==> src/rtl/alu_pkg.sv <==
// Shared ALU definitions: opcode encodings, control width and requester ids.
package alu_pkg;

  localparam int CTL_W = 4;

  localparam logic [CTL_W-1:0] ALU_AND = 4'd0;
  localparam logic [CTL_W-1:0] ALU_OR  = 4'd1;
  localparam logic [CTL_W-1:0] ALU_ADD = 4'd2;
  localparam logic [CTL_W-1:0] ALU_SUB = 4'd6;
  localparam logic [CTL_W-1:0] ALU_SLT = 4'd7;
  localparam logic [CTL_W-1:0] ALU_NOR = 4'd12;
  localparam logic [CTL_W-1:0] ALU_NOP = 4'd15;

  // Identifies which requester owns the operation currently inside the ALU.
  typedef enum logic {
    REQ0 = 1'b0,
    REQ1 = 1'b1
  } req_id_t;

endpackage

==> src/rtl/alu_rsp_slot.sv <==
// One-entry result buffer: loaded with an ALU result, held until the owner drains it.
module alu_rsp_slot #(
  parameter int WIDTH = 32
) (
  input  logic             CLK,
  input  logic             RST,
  input  logic             load,
  input  logic [WIDTH-1:0] load_data,
  input  logic             load_zero,
  output logic             rsp_valid,
  input  logic             rsp_ready,
  output logic [WIDTH-1:0] rsp_data,
  output logic             rsp_zero
);

  // Fill on load, empty on a valid/ready handshake; data stays put until the next load.
  always_ff @(posedge CLK) begin
    if (RST) begin
      rsp_valid <= 1'b0;
      rsp_data  <= '0;
      rsp_zero  <= 1'b0;
    end else if (load) begin
      rsp_valid <= 1'b1;
      rsp_data  <= load_data;
      rsp_zero  <= load_zero;
    end else if (rsp_valid && rsp_ready) begin
      rsp_valid <= 1'b0;
    end
  end

endmodule

==> src/rtl/alu_share_arbiter.sv <==
// Round-robin sharing of one registered ALU between the execute stage (0) and
// the address/branch helper (1), with one result slot per requester.
module alu_share_arbiter #(
  parameter int WIDTH = 32,
  parameter int CTL_W = 4
) (
  input  logic             CLK,
  input  logic             RST,
  input  logic             req0_valid,
  output logic             req0_ready,
  input  logic [CTL_W-1:0] req0_ctl,
  input  logic [WIDTH-1:0] req0_a,
  input  logic [WIDTH-1:0] req0_b,
  input  logic             req1_valid,
  output logic             req1_ready,
  input  logic [CTL_W-1:0] req1_ctl,
  input  logic [WIDTH-1:0] req1_a,
  input  logic [WIDTH-1:0] req1_b,
  output logic             rsp0_valid,
  input  logic             rsp0_ready,
  output logic [WIDTH-1:0] rsp0_data,
  output logic             rsp0_zero,
  output logic             rsp1_valid,
  input  logic             rsp1_ready,
  output logic [WIDTH-1:0] rsp1_data,
  output logic             rsp1_zero,
  output logic [CTL_W-1:0] alu_ctl,
  output logic [WIDTH-1:0] alu_a,
  output logic [WIDTH-1:0] alu_b,
  input  logic [WIDTH-1:0] alu_out,
  input  logic             alu_zero
);

  import alu_pkg::*;

  logic    prio;
  logic    inflight_v;
  req_id_t inflight_id;
  logic    elig0;
  logic    elig1;
  logic    gnt0;
  logic    gnt1;
  logic    load0;
  logic    load1;

  // Eligibility, round-robin grant and ALU operand mux; a NOP goes out when nobody wins.
  always_comb begin
    elig0   = req0_valid && !rsp0_valid && !(inflight_v && inflight_id == REQ0) && !RST;
    elig1   = req1_valid && !rsp1_valid && !(inflight_v && inflight_id == REQ1) && !RST;
    gnt0    = elig0 && (!elig1 || !prio);
    gnt1    = elig1 && (!elig0 || prio);
    alu_ctl = CTL_W'(ALU_NOP);
    alu_a   = '0;
    alu_b   = '0;
    if (gnt0) begin
      alu_ctl = req0_ctl;
      alu_a   = req0_a;
      alu_b   = req0_b;
    end else if (gnt1) begin
      alu_ctl = req1_ctl;
      alu_a   = req1_a;
      alu_b   = req1_b;
    end
  end

  assign req0_ready = gnt0;
  assign req1_ready = gnt1;

  // Priority flips to the other requester after each grant; the tracker remembers the op in the ALU.
  always_ff @(posedge CLK) begin
    if (RST) begin
      prio        <= 1'b0;
      inflight_v  <= 1'b0;
      inflight_id <= REQ0;
    end else begin
      inflight_v <= gnt0 || gnt1;
      if (gnt0 || gnt1) begin
        inflight_id <= gnt1 ? REQ1 : REQ0;
        prio        <= gnt0;
      end
    end
  end

  assign load0 = inflight_v && (inflight_id == REQ0);
  assign load1 = inflight_v && (inflight_id == REQ1);

  alu_rsp_slot #(.WIDTH(WIDTH)) u_slot0 (
    .CLK       (CLK),
    .RST       (RST),
    .load      (load0),
    .load_data (alu_out),
    .load_zero (alu_zero),
    .rsp_valid (rsp0_valid),
    .rsp_ready (rsp0_ready),
    .rsp_data  (rsp0_data),
    .rsp_zero  (rsp0_zero)
  );

  alu_rsp_slot #(.WIDTH(WIDTH)) u_slot1 (
    .CLK       (CLK),
    .RST       (RST),
    .load      (load1),
    .load_data (alu_out),
    .load_zero (alu_zero),
    .rsp_valid (rsp1_valid),
    .rsp_ready (rsp1_ready),
    .rsp_data  (rsp1_data),
    .rsp_zero  (rsp1_zero)
  );

endmodule

==> config.mk <==
export PLATFORM = sky130hd
export DESIGN_NAME = alu_share_arbiter
export DESIGN_NICKNAME = d
export VERILOG_FILES = /design/src/rtl/alu_pkg.sv /design/src/rtl/alu_rsp_slot.sv /design/src/rtl/alu_share_arbiter.sv
export SDC_FILE = /design/constraint.sdc
export NUM_CORES = 1
export LEC_CHECK = 0
export BUFFER_PORTS_ARGS = -buffer_cell sky130_fd_sc_hd__buf_2
export CORE_AREA = 2 2 121 123
export CTS_BUF_LIST = sky130_fd_sc_hd__clkbuf_4 sky130_fd_sc_hd__clkbuf_8
export DETAILED_ROUTE_END_ITERATION = 10
export DIE_AREA = 0 0 123 125
export HOLD_SLACK_MARGIN = 0.15
export PLACE_DENSITY = 0.66
export SLEW_MARGIN = 20
export SYNTH_ARGS = -nofsm -noshare
export SYNTH_HDL_FRONTEND = slang
export SYNTH_SLANG_ARGS = --single-unit
==> constraint.sdc <==
create_clock -name CLK -period 1.95 [get_ports CLK]
set_input_delay 0.0975 -clock CLK [delete_from_list [all_inputs] [get_ports CLK]]
set_output_delay 0.0975 -clock CLK [all_outputs]
set_load 0.03 [all_outputs]
==> impl_metrics.toml <==
[timing]
tightestPinTransition_ps = 422
finalCritPeriodShare_pct = 102
totalNegativeSetupSlack_ps = -524
hold_viol = 0
final.setup_skew_ps = 10.4
worst_slew_margin_relative_to_its_limit_pct = 71.8
setup_viol_count_final = 37
rsz0062_at_grt = "yes"
finalWorstPathRequiredPeriod_ps = 1980
layout_setup_ws_ps = -32.9
max_freq_mhz = 504
slew_viols_final = 0

[global_route]
grt_antenna_before_repair = 4
grt_start_max_net_pins = 37
global_route.overflow_total = 0
grt_pass1_wl_mm = 21.7
grt_pass1_vias = 4021
grt_util_all_layers_pct = 18.4

[job]
max_cap_violations = 0

[cells_and_area]
layout.cells.most_common = "sky130_fd_sc_hd__buf_2"
fillers = 1380
fin_nets = 933
layout-drive-gt1-share_pct = 48.6
most-common-layout-cells = "243 x sky130_fd_sc_hd__buf_2, 134 x sky130_fd_sc_hd__nand2_1, 71 x sky130_fd_sc_hd__buf_6"
syn_to_final_growth_pct = 101

[drt]
wirelength_mm = 17.0
detail_route.vias_per_cell = 4.69
avgRoutedWirePerCell_um = 17.9
drc = 0
total_via_count_after_detailed_routing = 4460
drt_iter0_markers = 223
route.antenna.remaining_nets = 0
drtPass1Iterations = 4

[clocking]
htree_levels = 3
root_buffer_selected_by_cts = "sky130_fd_sc_hd__clkbuf_8"
clock_latency_ps = 350
cts_buffer_depth = 2
cts-buffers-inserted = 9
clk_pin_slew_worst_paths_ps = 60
cts_num_sinks = 71
cts_tree = "done"

[logic_synthesis]
synth.lib_cells_used.distinct = 21
ys_seq_elements = 71
synthDominantCellAreaShare_pct = 44.5
count_of_warnings_emitted_by_yosys = 0
mean_instance_size_in_the_synthesized_netlist_sq_um = 7.89
syn-num-nets = 580
synth_seq_area_share_pct = 44.5
syn-cell-area_sq_mm = 0.00320
synthTopCellsByArea = "sky130_fd_sc_hd__dfxtp_1 44%, sky130_fd_sc_hd__a22o_1 18%, sky130_fd_sc_hd__nand2_1 16%"
synth_area_leader_cell = "sky130_fd_sc_hd__dfxtp_1"
netlist_instances = 405

[pwr]
p_leak_nw = 3.08
irDropWorstVdd_v = 0.000652
cellPowerDensity_mw_per_mm2 = 686
power_frac_seq_pct = 35.7
cell_internal_pwr_mw = 2.96
switching_power_mw = 1.44
pwr-share-comb_pct = 35.9
p_clk_share_pct = 28.5
swShare_pct = 32.7

[placed_design]
globalplace.congestion = 0.796
port_buffers = 312
post-dp-hpwl_mm = 10.3
dp_worst_setup_slack_ps = 255

[worst_setup_path]
critPathRequiredTime_ps = 1850
crit_fanout = 17
worstPathArrival_ps = 1890
setup.worst_path.end_class = "output pin"
worst-setup-path-type = "reg2out"
critPathLaunchType = "register"

[min_path]
hold_removal_path_class = "in2reg"

[die]
fp.dieArea_sq_mm = 0.0154
rows = 44
io_pins = 313
die_width_um = 123
start_util_pct = 22.5
core_area_sq_mm = 0.0142
chipHeight_um = 125

[run_status]
run_status = "complete, but fails checks"
failed_checks = "setup timing"
layer usage:
metal / share of wire [%] / global-route usage [%] / wire length [um] / vias up
met5: 0 / 0 / 0 / -
met1: 39 / 21.3 / 6580 / 2055
met2: 50 / 32.0 / 8520 / 246
met4: 2.9 / 6.62 / 494 / 0
li1: - / - / - / 2120
met3: 8.1 / 5.06 / 1370 / 39
power by group through the flow:
stage          Clock, mW  Combinational (mW)  Sequential [mW]
6_report            1.25                1.58             1.57
5_1_grt             1.34                1.66             1.58
4_1_cts             1.29                1.43             1.56
3_5_place_dp           0                1.17             1.59
3_3_place_gp           0                1.17             1.59
2_1_floorplan          0               0.595             1.72
cells by family after synthesis:
group	count (synthesis)	share of synthesized area [%]
buffers and inverters	45	5.87
AO/OA/AOI/OAI	140	29.9
flip-flops	71	44.5
AND/OR/NAND/NOR	149	19.8
critical path, stage by stage, from the launching register on:
cell and delay, ps:
sky130_fd_sc_hd__dfxtp_4 380, sky130_fd_sc_hd__buf_6 120, sky130_fd_sc_hd__and2_4 160, sky130_fd_sc_hd__nor4_4 190, sky130_fd_sc_hd__buf_6 190, sky130_fd_sc_hd__clkbuf_16 190
sky130_fd_sc_hd__a22o_1 170, sky130_fd_sc_hd__buf_6 130
through the flow:
stage	utilization (%)	area, sq um	power [mW]	std cells	hold slack, ps
after floorplan	-	3200	2.32	405	234
after global placement	34.7	4930	2.76	874	352
after detailed placement	34.7	4930	2.76	874	354
after CTS	42.5	6030	4.28	934	160
after global routing	45.1	6410	4.58	949	201
final	45.1	6410	4.40	950	187
sequential cells by signal, summed over array words and instances (netlist names):
name and flops:
u_slot0.rsp_data 32, u_slot1.rsp_data 32, inflight_id 1, inflight_v 1, prio 1, u_slot0.rsp_valid 1
u_slot0.rsp_zero 1, u_slot1.rsp_valid 1, u_slot1.rsp_zero 1
synthesized netlist by cell type (all sizes together):
master / instances
nand2: 134
clkbuf: 20
a22o: 64
a211oi: 1
dfxtp: 71
nor3: 1
or3: 1
inv: 8
buf: 17
a22oi: 4
a21oi: 69
o22ai: 1
nor4bb: 1
o21ai: 1
nor2b: 3
nand2b: 5
nor4: 2
nor4b: 1
and2: 1
timing repair:
action                     in CTS  in global routing
hold endpoints to repair       69                  1
pin swaps                      21                 22
buffers inserted                4                  3
resized for setup             132                 32
setup endpoints to repair      69                 70
hold buffers                   37                  1
cloned                          3                 10
layout make-up:
class	instances	area (sq um)	share of cell area, %
diodes	3	7.51	0.117
clock buffers	14	180	2.81
clock inverters	2	37.5	0.585
inverters	8	30.0	0.468
multi-input cells	289	1660	25.8
flip-flops and latches	71	1430	22.3
well taps	184	230	3.59
repair buffers	379	2840	44.3
path summary, 6_finish.rpt:
check / startpoint / endpoint / slack, ps / cells past startpoint
setup / recovery: inflight_v / alu_b[7] / -30 / 7
setup reg to reg: u_slot0.rsp_valid / inflight_id / 400 / 5
hold / removal: req1_valid / prio / 190 / 4
hold reg to reg: u_slot0.rsp_data[31] / u_slot0.rsp_data[31] / 450 / 2
Note: power is estimated with default switching activity, not from simulation.
